**config.mk**
```make
export PLATFORM = sky130hd
export DESIGN_NAME = cv32e40p_apu_arbiter
export DESIGN_NICKNAME = d
export VERILOG_FILES = /design/src/rtl/cv32e40p_apu_arb_pkg.sv /design/src/rtl/cv32e40p_apu_arb_tag_fifo.sv /design/src/rtl/cv32e40p_apu_arbiter.sv
export SDC_FILE = /design/constraint.sdc
export NUM_CORES = 1
export LEC_CHECK = 0
export BUFFER_PORTS_ARGS = -buffer_cell sky130_fd_sc_hd__buf_2
export CAP_MARGIN = 10
export CORE_AREA = 5 5 168 170
export CTS_CLUSTER_DIAMETER = 200
export CTS_CLUSTER_SIZE = 40
export DETAILED_ROUTE_END_ITERATION = 7
export DIE_AREA = 0 0 173 175
export HOLD_SLACK_MARGIN = 0.1
export PLACE_DENSITY = 0.45
export SETUP_SLACK_MARGIN = 0.05
export SLEW_MARGIN = 5
export SYNTH_ARGS = -nofsm -noshare
export SYNTH_HDL_FRONTEND = slang
export SYNTH_SLANG_ARGS = --single-unit
export TNS_END_PERCENT = 10
```
**constraint.sdc**
```tcl
create_clock -name clk_i -period 2.3 [get_ports clk_i]
set_input_delay 0.23 -clock clk_i [delete_from_list [all_inputs] [get_ports clk_i]]
set_output_delay 0.23 -clock clk_i [all_outputs]
set_load 0.01 [all_outputs]
```
**src/rtl/cv32e40p_apu_arb_pkg.sv**
```systemverilog
// cv32e40p_apu_arb_pkg: shared types, APU widths and the round-robin pick for the FPU arbiter
package cv32e40p_apu_arb_pkg;

    localparam int APU_NARGS_CPU    = 3;
    localparam int APU_WOP_CPU      = 6;
    localparam int APU_NDSFLAGS_CPU = 15;
    localparam int APU_NUSFLAGS_CPU = 5;
    localparam int MAX_CORES        = 16;

    typedef enum logic {IDLE, LOCKED} arb_state_e;

    // Scanning downwards lets the closest requester at or after ptr overwrite the rest.
    function automatic int rr_pick(input logic [MAX_CORES-1:0] req, input int ptr, input int n);
        int idx;
        rr_pick = ptr;
        for (int k = n - 1; k >= 0; k--) begin
            idx = (ptr + k) % n;
            if (req[idx]) rr_pick = idx;
        end
    endfunction

endpackage

```
**src/rtl/cv32e40p_apu_arb_tag_fifo.sv**
```systemverilog
// cv32e40p_apu_arb_tag_fifo: in-order FIFO of issuing-core tags for ops in flight in the FPU
module cv32e40p_apu_arb_tag_fifo #(
    parameter int W     = 1,
    parameter int DEPTH = 4,
    localparam int CW   = $clog2(DEPTH + 1)
) (
    input  logic          clk_i,
    input  logic          rst_i,
    input  logic          push_i,
    input  logic [W-1:0]  tag_i,
    input  logic          pop_i,
    output logic [W-1:0]  head_o,
    output logic          full_o,
    output logic          empty_o,
    output logic [CW-1:0] count_o
);

    localparam int PW = DEPTH > 1 ? $clog2(DEPTH) : 1;

    logic [W-1:0]  r_mem [DEPTH];
    logic [PW-1:0] r_wr;
    logic [PW-1:0] r_rd;
    logic [CW-1:0] r_cnt;

    function automatic logic [PW-1:0] nxt(input logic [PW-1:0] p);
        return (p == PW'(DEPTH - 1)) ? '0 : p + 1'b1;
    endfunction

    always_ff @(posedge clk_i or posedge rst_i) begin
        if (rst_i) begin
            r_wr  <= '0;
            r_rd  <= '0;
            r_cnt <= '0;
        end else begin
            if (push_i) r_wr <= nxt(r_wr);
            if (pop_i) r_rd <= nxt(r_rd);
            r_cnt <= r_cnt + CW'(push_i) - CW'(pop_i);
        end
    end

    always_ff @(posedge clk_i) begin
        if (push_i) r_mem[r_wr] <= tag_i;
    end

    assign head_o  = r_mem[r_rd];
    assign full_o  = r_cnt == CW'(DEPTH);
    assign empty_o = r_cnt == '0;
    assign count_o = r_cnt;

endmodule

```
**src/rtl/cv32e40p_apu_arbiter.sv**
```systemverilog
// cv32e40p_apu_arbiter: round-robin sharing of one APU/FPU between several cores, with in-order response routing
module cv32e40p_apu_arbiter
    import cv32e40p_apu_arb_pkg::*;
#(
    parameter int NUM_CORES       = 2,
    parameter int MAX_OUTSTANDING = 4,
    localparam int ID_W           = $clog2(NUM_CORES),
    localparam int OW             = $clog2(MAX_OUTSTANDING + 1),
    localparam int ARG_W          = APU_NARGS_CPU * 32
) (
    input  logic                                  clk_i,
    input  logic                                  rst_i,
    input  logic [NUM_CORES-1:0]                  core_apu_req_i,
    output logic [NUM_CORES-1:0]                  core_apu_gnt_o,
    input  logic [NUM_CORES*ARG_W-1:0]            core_apu_operands_i,
    input  logic [NUM_CORES*APU_WOP_CPU-1:0]      core_apu_op_i,
    input  logic [NUM_CORES*APU_NDSFLAGS_CPU-1:0] core_apu_flags_i,
    output logic [NUM_CORES-1:0]                  core_apu_rvalid_o,
    output logic [31:0]                           core_apu_result_o,
    output logic [APU_NUSFLAGS_CPU-1:0]           core_apu_rflags_o,
    output logic                                  fpu_apu_req_o,
    input  logic                                  fpu_apu_gnt_i,
    output logic [ARG_W-1:0]                      fpu_apu_operands_o,
    output logic [APU_WOP_CPU-1:0]                fpu_apu_op_o,
    output logic [APU_NDSFLAGS_CPU-1:0]           fpu_apu_flags_o,
    input  logic                                  fpu_apu_rvalid_i,
    input  logic [31:0]                           fpu_apu_result_i,
    input  logic [APU_NUSFLAGS_CPU-1:0]           fpu_apu_rflags_i,
    output logic                                  busy_o,
    output logic [OW-1:0]                         outstanding_o,
    output logic                                  err_o
);

    arb_state_e      r_state;
    arb_state_e      w_state_nxt;
    logic [ID_W-1:0] r_win;
    logic [ID_W-1:0] r_rr_ptr;
    logic [ID_W-1:0] w_pick;
    logic [ID_W-1:0] w_win;
    logic [ID_W-1:0] w_head;
    logic            r_err;
    logic            w_full;
    logic            w_empty;
    logic            w_req;
    logic            w_gnt;
    logic            w_bypass;
    logic            w_push;
    logic            w_pop;

    assign w_pick   = ID_W'(rr_pick(MAX_CORES'(core_apu_req_i), int'(r_rr_ptr), NUM_CORES));
    assign w_win    = (r_state == LOCKED) ? r_win : w_pick;
    assign w_req    = (|core_apu_req_i) & ~w_full;
    assign w_gnt    = w_req & fpu_apu_gnt_i;
    // A zero-latency FPU answers the op being granted; it never touches the FIFO.
    assign w_bypass = fpu_apu_rvalid_i & w_empty & w_gnt;
    assign w_push   = w_gnt & ~w_bypass;
    assign w_pop    = fpu_apu_rvalid_i & ~w_empty;

    cv32e40p_apu_arb_tag_fifo #(
        .W     (ID_W),
        .DEPTH (MAX_OUTSTANDING)
    ) u_tag_fifo (
        .clk_i   (clk_i),
        .rst_i   (rst_i),
        .push_i  (w_push),
        .tag_i   (w_win),
        .pop_i   (w_pop),
        .head_o  (w_head),
        .full_o  (w_full),
        .empty_o (w_empty),
        .count_o (outstanding_o)
    );

    assign fpu_apu_req_o     = w_req;
    assign core_apu_gnt_o    = w_gnt ? NUM_CORES'(1) << w_win : '0;
    assign core_apu_rvalid_o = w_pop ? NUM_CORES'(1) << w_head : w_bypass ? NUM_CORES'(1) << w_win : '0;
    assign core_apu_result_o = fpu_apu_result_i;
    assign core_apu_rflags_o = fpu_apu_rflags_i;
    assign busy_o            = ~w_empty;
    assign err_o             = r_err;

    always_comb begin
        fpu_apu_operands_o = '0;
        fpu_apu_op_o       = '0;
        fpu_apu_flags_o    = '0;
        for (int c = 0; c < NUM_CORES; c++) begin
            if (w_req && w_win == ID_W'(c)) begin
                fpu_apu_operands_o = core_apu_operands_i[c*ARG_W +: ARG_W];
                fpu_apu_op_o       = core_apu_op_i[c*APU_WOP_CPU +: APU_WOP_CPU];
                fpu_apu_flags_o    = core_apu_flags_i[c*APU_NDSFLAGS_CPU +: APU_NDSFLAGS_CPU];
            end
        end
    end

    always_comb begin
        w_state_nxt = r_state;
        w_state_nxt = (r_state == IDLE) ? ((w_req & ~fpu_apu_gnt_i) ? LOCKED : IDLE)
                                        : (w_gnt ? IDLE : LOCKED);
    end

    always_ff @(posedge clk_i or posedge rst_i) begin
        if (rst_i) begin
            r_state  <= IDLE;
            r_win    <= '0;
            r_rr_ptr <= '0;
            r_err    <= 1'b0;
        end else begin
            r_state <= w_state_nxt;
            if (r_state == IDLE && w_state_nxt == LOCKED) r_win <= w_pick;
            if (w_gnt) r_rr_ptr <= (w_win == ID_W'(NUM_CORES - 1)) ? '0 : w_win + 1'b1;
            if (fpu_apu_rvalid_i & w_empty & ~w_gnt) r_err <= 1'b1;
        end
    end

endmodule
```
==> impl_summary.txt <==
----------------------------------------------------
[Final layout]
  Final core occ ... a little over a fifth
  Final Net Count ... around 1.1k
  Area of all placed cells without fillers ... 0.00580 sq mm
  Most frequent cells in the layout ... 366 x sky130_fd_sc_hd__buf_2, 238 x sky130_fd_sc_hd__nand2_1, 115 x sky130_fd_sc_hd__mux2i_1
  Fraction of final layout cells sized beyond drive strength 1 ... 50.8%
  Commonest non-fill, non-tap cell in the layout ... sky130_fd_sc_hd__buf_2
  Growth of design area from synthesis to finish ... 70.5%
  Final Non-Filler Cells ... approximately 1.2k

[Floorplan]
  Top Ports ... 441
  Die Footprint ... 0.0303 sq mm
  Die width ... 173 um
  Effective utilization at floorplan ... 12.8%
  Core ar. ... 0.0266 sq mm
  Die span in y ... 175 um
  Num rows ... 60

[Yosys]
  Share of flip-flops with an asynchronous set or reset after synthesis ... 73.3%
  Average size of a mapped cell ... 6.81 sq um
  Flip-flop and latch count after synthesis ... 15
  Synthesized instance count ... between 400 and 500
  Number of flops mapped to enable cells by yosys ... 4
  Net count after synthesis ... 784
  Post-synthesis cell type with the largest combined area ... sky130_fd_sc_hd__mux2i_1
  Library cells used by synthesis ... 29
  Cell area after synthesis ... ~0.0034 sq mm
  Sequential area share after synthesis ... 11.6%
  Warnings from Yosys ... 0
  Area share of the largest cell type after synthesis ... 35.0%
  Primary flip-flop cell chosen by synthesis mapping ... sky130_fd_sc_hd__dfrtp_1
  Top cells by area, synth ... sky130_fd_sc_hd__mux2i_1 35%, sky130_fd_sc_hd__nand2_1 26%, sky130_fd_sc_hd__buf_4 8.4%

[GRT]
  GR met1 Demand/Resource ... a little over a tenth
  GR peak layer ... met2
  Via count of the first global-routing pass ... approximately 4.3k
  Global-route met3 utilization ... 2.34%
  Met2 usage in global routing ... between 15 and 20%
  All-Layer GR Usage ... 9.06%
  Maximum number of pins on one net before global-route repair ... 130
  Wire length of the first global-routing pass ... 23000 um
  Total overflow reported by the global router ... 0
  Number of antenna violations at the first check in global routing ... 1

[Power]
  Worst supply voltage drop on vdd ... 0.539 mV
  Static power due to leakage ... 3.57 nW
  Net switching power ... 3.23 mW
  Comb pwr share ... 87.2%
  Flop pwr share ... under 10%
  Power density normalized to cell area ... around 1200 mW/mm^2
  Fraction of power spent switching nets ... a little under half
  Part of the power in the clock network ... around 5.0%
  Internal power ... between 3 and 4 mW

[Drt]
  DRT Wirelength ... about 16000 um
  Via-to-Cell Ratio ... ~3.8
  Antenna-violating nets left ... 0
  Total via count in the routed design ... around 4.4k
  Drt first pass iters ... 4
  Average routed wire per standard cell ... around 14 um
  Violation count after the first detailed-route iteration ... 117
  DRC errors left ... 0

[Timing]
  Fin crit period ... about 2.2 ns
  Max Freq ... 0.446 GHz
  RSZ-0062 raised after global routing ... true
  Worst setup margin ... 0.0601 ns
  Total count of max-transition violations in the final report ... 0
  Transition at the pin with the smallest max-transition slack ... 0.464 ns
  Tcrit/Tclk final ... 97.4%
  Relative slew slack ... 69.0%
  Hold Vio Cnt, Final ... 0
  Post-Route Skew ... about 0.0017 ns
  Count of final setup violators ... 0
  Post-route worst hold slack ... 0.265 ns

[Job]
  Max Cap Violations ... 0

[Setup path]
  WP buf/inv ... 4
  Largest driver fanout on the critical path ... 14
  Req. time, crit path ... 2.07 ns
  Cell repeated most along the worst path ... sky130_fd_sc_hd__buf_12
  Kind of end point of the critical path ... primary output
  CP Launch Type ... flop
  Cell at the slowest stage of the critical path ... sky130_fd_sc_hd__dfrtp_1
  Crit path kind ... reg2out
  Stage delay of the slowest cell on the critical path ... 0.37 ns
  Crit-path leading delay family ... buffers and inverters
  WP data arrival ... 2.01 ns
  Cells along the critical path ... maj3_2, mux2i_4, buf_12, buf_12, buf_4, mux2i_1, buf_2

[Placed design]
  Post-place setup slack ... 0.139 ns
  Final estimated routing congestion in global placement ... 0.823
  Dpl hpwl ... 12100 um
  Port bufs ... 366
  Area after detailed placement ... between 0.005 and 0.006 sq mm
  Number of placed instances with taps included ... approximately 1.1k

[Clock network]
  Clk pin slew, worst setup/hold paths ... 0.05 ns
  Worst-Skew Late Latency ... ~0.24 ns
  Number of buffers on the longest clock path ... 2
  Clock root buffer master ... sky130_fd_sc_hd__clkbuf_16
  Clock sink total ... 15
  CTS tree ... done
  H-Tree Depth ... 1
  Clock buffer count from CTS ... 3

[Hold path]
  Class of the most critical hold timing path ... in2reg

[Run status]
  Status ... complete, no violations

----------------------------------------------------
==> state kept, by name, indices dropped and copies added (netlist names) <==
name / flops
u_tag_fifo.count_o: 3
r_state: 1
u_tag_fifo.r_rd: 2
r_rr_ptr: 1
r_win: 1
u_tag_fifo.r_wr: 2
u_tag_fifo.r_mem: 4
err_o: 1
==> logic make-up after synthesis <==
kind of cell / synth area share [%]
xor+xnor: 0.515
simple gates: 28.4
mux: 37.0
flops: 11.6
buf+inv: 17.0
compound gates: 1.95
fa+ha+maj: 3.50
==> power groups by stage <==
stage | registers [mW] | logic, mW | clock network, mW
final | 0.526 | 5.86 | 0.336
after global routing | 0.547 | 6.41 | 0.367
after CTS | 0.529 | 5.77 | 0.347
after detailed placement | 0.533 | 5.08 | 0
after global placement | 0.524 | 5.09 | 0
after floorplan | 0.515 | 3.39 | 0
==> cell type report <==
class | instances | area, sq um
Fill cell | 3019 | 20800
Inverter | 11 | 41.3
Clock inverter | 1 | 5.00
Sequential cell | 15 | 397
Multi-Input combinational cell | 396 | 2470
Tap cell | 341 | 427
Antenna cell | 1 | 2.50
Clock buffer | 3 | 75.1
Timing Repair Buffer | 399 | 2380
==> per-stage QoR <==
step	TNS [ns]	power, mW
after floorplan	0	3.90
after global placement	0	5.61
after detailed placement	0	5.62
after CTS	0	6.65
after global routing	-0.664	7.33
final	0	6.73
==> cell usage after synthesis, drive strengths merged (2+ instances only) <==
library cell  count
nor2              6
o32ai             2
buf              76
mux2i           119
dfrtp            11
nand2           239
o21a              2
and2              4
edfxtp            4
mux2              6
nor3              2
inv              11
ha                7
==> routing by layer <==
metal	routed length, um	share of wire (%)
met1	6390	39
met2	8370	51
met3	1440	8.7
met4	206	1.3
met5	0	0
==> worst paths after layout <==
kind	cells past startpoint	slack, ns	endpoint	from
max	7	0.06	fpu_apu_operands_o[16]	r_rr_ptr$_DFFE_PP0N_
min	2	0.27	err_o$_DFFE_PP0P_	fpu_apu_rvalid_i
max reg2reg	10	0.17	u_tag_fifo.count_o[2]$_DFF_PP0_	u_tag_fifo.count_o[1]$_DFF_PP0_
min reg2reg	1	0.47	err_o$_DFFE_PP0P_	err_o$_DFFE_PP0P_
max in group asynchronous	3	1.42	u_tag_fifo.count_o[1]$_DFF_PP0_	rst_i
min in group asynchronous	3	0.53	err_o$_DFFE_PP0P_	rst_i
==> repair_timing <==
action	CTS	global route
gates resized for setup	3	14
endpoints found under the setup margin	57	115
endpoints found under the hold margin	11	0
buffers inserted	7	0
cloned	4	4
pin swaps	0	2
hold buffers	1	0
Note: power is estimated with default switching activity, not from simulation.
